--- src/rtl/traffic_light_fsm.sv ---
// Traffic-light sequencer: steps main/side/walk lamps and hands each state's interval to the countdown timer.
// Build option: define FLASH_MODE_EN to add the night_mode input and the flashing-yellow FLASH state.
module traffic_light_fsm #(
  parameter logic [4:0] T_BASE = 5'd6,
  parameter logic [4:0] T_EXT  = 5'd3,
  parameter logic [4:0] T_YEL  = 5'd2
) (
  input  logic       clock,
  input  logic       reset,
  input  logic       sensor,
  input  logic       walk_button,
  input  logic       expired,
  input  logic       one_hz_enable,
`ifdef FLASH_MODE_EN
  input  logic       night_mode,
`endif
  output logic       start_timer,
  output logic [4:0] value,
  output logic       main_red,
  output logic       main_yel,
  output logic       main_grn,
  output logic       side_red,
  output logic       side_yel,
  output logic       side_grn,
  output logic       walk
);

  typedef enum logic [2:0] {
    S_MG1  = 3'd0,
    S_MG2  = 3'd1,
    S_MY   = 3'd2,
    S_WALK = 3'd3,
    S_SG1  = 3'd4,
    S_SG2  = 3'd5,
    S_SY   = 3'd6
`ifdef FLASH_MODE_EN
    , S_FLASH = 3'd7
`endif
  } state_t;

  state_t state_p0;
  state_t state_nxt;
  logic   rst_p0;
  logic   entry_p0;
  logic   armed_p0;
  logic   walk_pend_p0;
  logic   advance;
  logic   entry_nxt;
  logic   armed_nxt;
  logic   walk_clr;

  function automatic logic [4:0] interval_of(input state_t s);
    case (s)
      S_MG1, S_MG2, S_SG1: interval_of = T_BASE;
      S_MY, S_SY:          interval_of = T_YEL;
      S_WALK, S_SG2:       interval_of = T_EXT;
      default:             interval_of = T_BASE;
    endcase
  endfunction

`ifdef FLASH_MODE_EN
  logic flash_yel_p0;
`else
  logic unused_tick;
  assign unused_tick = one_hz_enable;
`endif

  // Next state: a timed state only advances once armed, so an expired left
  // high from the previous interval cannot skip the freshly entered state.
  always_comb begin
    state_nxt = state_p0;
    advance   = 1'b0;
    if (armed_p0 && expired) begin
      advance = 1'b1;
      case (state_p0)
        S_MG1:  state_nxt = S_MG2;
        S_MG2:  state_nxt = S_MY;
        S_MY:   state_nxt = walk_pend_p0 ? S_WALK : S_SG1;
        S_WALK: state_nxt = S_SG1;
        S_SG1:  state_nxt = sensor ? S_SG2 : S_SY;
        S_SG2:  state_nxt = S_SY;
        S_SY: begin
`ifdef FLASH_MODE_EN
          state_nxt = night_mode ? S_FLASH : S_MG1;
`else
          state_nxt = S_MG1;
`endif
        end
        default: state_nxt = S_MG1;
      endcase
    end
`ifdef FLASH_MODE_EN
    if (state_p0 == S_FLASH) begin
      advance   = !night_mode;
      state_nxt = night_mode ? S_FLASH : S_MG1;
    end
`endif
  end

  always_comb begin
    entry_nxt = advance;
`ifdef FLASH_MODE_EN
    if (state_nxt == S_FLASH) entry_nxt = 1'b0;
`endif
    walk_clr  = advance && (state_nxt == S_WALK);
    armed_nxt = armed_p0;
    if (advance)       armed_nxt = 1'b0;
    else if (entry_p0) armed_nxt = 1'b1;
  end

  // State register: leaving reset counts as an entry into MG1 so the timer is loaded.
  always_ff @(posedge clock) begin
    if (!reset) begin
      state_p0     <= S_MG1;
      rst_p0       <= 1'b1;
      entry_p0     <= 1'b0;
      armed_p0     <= 1'b0;
      walk_pend_p0 <= 1'b0;
    end else begin
      state_p0     <= state_nxt;
      rst_p0       <= 1'b0;
      entry_p0     <= rst_p0 | entry_nxt;
      armed_p0     <= armed_nxt;
      walk_pend_p0 <= walk_button | (walk_pend_p0 & ~walk_clr);
    end
  end

`ifdef FLASH_MODE_EN
  always_ff @(posedge clock) begin
    if (!reset) begin
      flash_yel_p0 <= 1'b0;
    end else if (advance && (state_nxt == S_FLASH)) begin
      flash_yel_p0 <= 1'b1;
    end else if ((state_p0 == S_FLASH) && one_hz_enable) begin
      flash_yel_p0 <= ~flash_yel_p0;
    end
  end
`endif

  assign start_timer = entry_p0;
  assign value       = interval_of(state_p0);

  // Lamp decode: purely from registered state, both reds while held in reset.
  always_comb begin
    main_red = 1'b0;
    main_yel = 1'b0;
    main_grn = 1'b0;
    side_red = 1'b0;
    side_yel = 1'b0;
    side_grn = 1'b0;
    walk     = 1'b0;
    if (rst_p0) begin
      main_red = 1'b1;
      side_red = 1'b1;
    end else begin
      case (state_p0)
        S_MG1, S_MG2: begin
          main_grn = 1'b1;
          side_red = 1'b1;
        end
        S_MY: begin
          main_yel = 1'b1;
          side_red = 1'b1;
        end
        S_WALK: begin
          main_red = 1'b1;
          side_red = 1'b1;
          walk     = 1'b1;
        end
        S_SG1, S_SG2: begin
          main_red = 1'b1;
          side_grn = 1'b1;
        end
        S_SY: begin
          main_red = 1'b1;
          side_yel = 1'b1;
        end
`ifdef FLASH_MODE_EN
        S_FLASH: begin
          side_red = 1'b1;
          main_yel = flash_yel_p0;
        end
`endif
        default: begin
          main_red = 1'b1;
          side_red = 1'b1;
        end
      endcase
    end
  end

endmodule

--- config.mk ---
export PLATFORM = sky130hd
export DESIGN_NAME = traffic_light_fsm
export DESIGN_NICKNAME = d
export VERILOG_FILES = /design/src/rtl/traffic_light_fsm.sv
export SDC_FILE = /design/constraint.sdc
export NUM_CORES = 1
export LEC_CHECK = 0
export ABC_CLOCK_PERIOD_IN_PS = 2550
export CELL_PAD_IN_SITES_DETAIL_PLACEMENT = 0
export CELL_PAD_IN_SITES_GLOBAL_PLACEMENT = 1
export CORE_AREA = 2 2 42 44
export CTS_CLUSTER_DIAMETER = 80
export DETAILED_ROUTE_END_ITERATION = 8
export DIE_AREA = 0 0 44 46
export PLACE_DENSITY = 0.82
export SLEW_MARGIN = 20
export SYNTH_ARGS = -nofsm -noshare
export SYNTH_HDL_FRONTEND = slang
export SYNTH_SLANG_ARGS = --single-unit
--- constraint.sdc ---
create_clock -name clock -period 2.55 [get_ports clock]
set_input_delay 0.51 -clock clock [delete_from_list [all_inputs] [get_ports clock]]
set_output_delay 0.51 -clock clock [all_outputs]
set_load 0.005 [all_outputs]
==> results.sh <==
export IMPL_grt_pass1_vias=330
export IMPL_synth_top_family_by_area="simple AND/OR/NAND/NOR gates"
export IMPL_drv_cap=0
export IMPL_synthMuxAreaShare=0
export IMPL_postRouteAntennaNets=0
export IMPL_max_stage_delay_ns=0.56
export IMPL_place_area_um2=533.0
export IMPL_fin_total_pwr_uw=247.3
export IMPL_swShare=0.2299
export IMPL_cts_buffer_depth=2
export IMPL_final_cell_mix="clkdlybuf4s50_1, dfxtp_1, nor2_1, nand2_1"
export IMPL_syn_area_per_cell_um2=7.669
export IMPL_crit_slowest_cell="dfxtp_1"
export IMPL_synthSimpleGateAreaFrac=0.2900
export IMPL_dp_slack_ns=0.6950
export IMPL_tns_ns=0
export IMPL_p_seq_frac=0.489
export IMPL_vias_per_cell=4.452
export IMPL_cts_setup_buffers=0
export IMPL_synth_top_cell_by_area="dfxtp_1"
export IMPL_clkPwrFrac=0.401
export IMPL_synthTopCellsByArea="dfxtp_1, buf_4, nor2_1"
export IMPL_crit_arrival_ns=1.59
export IMPL_fmax_ghz=0.4758
export IMPL_internal_power_uw=190.5
export IMPL_multi_input_comb_area_um2=220.2
export IMPL_num_rows=15
export IMPL_num_fill_cells=187
export IMPL_synth_compound_area_frac=0.1722
export IMPL_yosys_area_share_xor_xnor=0.04230
export IMPL_die_h_um=46
export IMPL_whs_ns=0.5088
export IMPL_drt_initial_drc_count=2
export IMPL_grt_antenna_before_repair=0
export IMPL_synthAdderAreaFrac=0
export IMPL_period_share=0.8242
export IMPL_drc=0
export IMPL_startpoint="state_p0[2]"
export IMPL_peakVddDrop_mv=0.2202
export IMPL_cts_tree="built"
export IMPL_finalSetupViolations=0
export IMPL_dpl_hpwl_um=645
export IMPL_synth_distinct_cells=22
export IMPL_globalRouteTotalUtil=0.09951
export IMPL_vias=374
export IMPL_cts_num_sinks=7
export IMPL_status="finished, final reports clean"
export IMPL_hold_viol_final=0
export IMPL_crit_required_ns=2.04
export IMPL_crit_fanout=13
export IMPL_dr_pass1_iters=3
export IMPL_syn_area_um2=414.1
export IMPL_design_area_um2=559.3
export IMPL_cts_resized=0
export IMPL_routabilityCongestion=0.7158
export IMPL_cts_inserted_buffers=3
export IMPL_grt_max_degree=14
export IMPL_grt_pass1_wl_um=1455
export IMPL_layout_setup_ws_ns=0.4484
export IMPL_synth_seq_cells=7
export IMPL_slew_viol_final=0
export IMPL_drt_total_wl_um=844
export IMPL_min_path_type="register to register"
export IMPL_power_switching_uw=56.87
export IMPL_yosysSeqAreaShare=0.3384
export IMPL_die_w_um=44
export IMPL_io_pins=19
export IMPL_cts_root_buf="clkbuf_4"
export IMPL_regToRegStartpoint="state_p0[1]"
export IMPL_seq_area_um2=140.1
export IMPL_nets=74
export IMPL_hold_start="start_timer"
export IMPL_pwr_share_comb=0.110
export IMPL_hold_buffers=0
export IMPL_powerDensity_mw_per_mm2=442.2
export IMPL_path_cells="nand2_1, xnor2_1, clkdlybuf4s50_1"
export IMPL_rsz0062_at_grt="no"
export IMPL_cts_htree_levels=1
export IMPL_syn_to_final_growth_pct=35.05
export IMPL_gr_total_overflow=0
export IMPL_synthCells=54
export IMPL_final_common_cell="clkdlybuf4s50_1"
export IMPL_critical_path_class="register to primary output"
export IMPL_drive_gt1_frac=0.08955
export IMPL_wl_per_cell_um=10.05
export IMPL_start_util=0.2566
export IMPL_fp_coreArea_mm2=0.001614
export IMPL_fp_dieArea_mm2=0.002024
export IMPL_clk_latency_ns=0.25
export IMPL_clk_pin_slew_ns=0.05
export IMPL_port_buffers=14
export IMPL_p_leak_nw=0.1954
export IMPL_diodes=0
export IMPL_finClkSkew_ns=0.002742
export IMPL_start_kind="register"
export IMPL_synth_warning_count=0
export IMPL_yosysTopAreaCellShare=0.3384
export IMPL_end_kind="primary output"
export IMPL_layout_min_cycle_time_ns=2.102
-- per-layer routing --
metal  GRT usage  share of wire
met1      0.1274           0.48
met2      0.1441           0.46
met3     0.03571          0.060
met4     0.05455              0
met5           0              0
-- path summary, 6_finish.rpt --
path / slack (ns) / to / depth (start not counted)
setup / recovery: 0.45 / value[2] / 3
hold / removal: 0.51 / armed_p0 / 2
setup reg to reg: 1.51 / state_p0[2] / 3
hold reg to reg: 0.51 / armed_p0 / 2
-- through the flow --
step                      cells  utilization
after floorplan              55            -
after global placement       80       0.3302
after detailed placement     80       0.3302
after CTS                    84       0.3465
after global routing         84       0.3465
final                        84       0.3465
-- kinds of logic (layout without fill, tap and decap cells) --
logic type      count (synthesis)  count (layout)
other cells                     2               3
compound gates                 11              11
flops                           7               7
buf+inv                         9              21
xor+xnor                        2               2
simple gates                   23              23
-- cell type report --
| cell class | count | share of cell area |
|---|---|---|
| Inverter | 3 | 0.02013 |
| Sequential cell | 7 | 0.2506 |
| Tap cell | 17 | 0.03803 |
| Clock buffer | 4 | 0.04698 |
| Timing Repair Buffer | 14 | 0.2506 |
| Multi-Input combinational cell | 39 | 0.3937 |
-- flip-flops by register name, summed over array words and instances (netlist names) --
signal and flops:
state_p0 3, rst_p0 1, armed_p0 1, start_timer 1
walk_pend_p0 1
-- critical path: cells and delay by family (launching register included) --
kind / cells / cell delay [ns]
xor gates and xnor gates: 1 / 0.15
buffers and inverters: 1 / 0.51
DFF: 1 / 0.56
and+or+nand+nor: 1 / 0.11
-- power by group through the flow --
stage	Clock, mW	Sequential, mW	Combinational (mW)
final	0.0991	0.121	0.0273
after global routing	0.108	0.122	0.0301
after CTS	0.102	0.121	0.0278
after detailed placement	0	0.123	0.0275
after global placement	0	0.123	0.0270
after floorplan	0	0.121	0.0165
-- cell usage after synthesis, drive strengths merged --
| cell type | count |
|---|---|
| inv | 3 |
| o21ai | 4 |
| o32ai | 1 |
| a21oi | 3 |
| nor2b | 1 |
| conb | 2 |
| nor3 | 4 |
| nand2 | 5 |
| a211o | 1 |
| nor3b | 1 |
| dfxtp | 7 |
| xnor2 | 2 |
| and2 | 1 |
| nand2b | 3 |
| a21boi | 1 |
| o21a | 1 |
| nor2 | 6 |
| buf | 6 |
| nand3 | 2 |
Note: power is estimated with default switching activity, not from simulation.
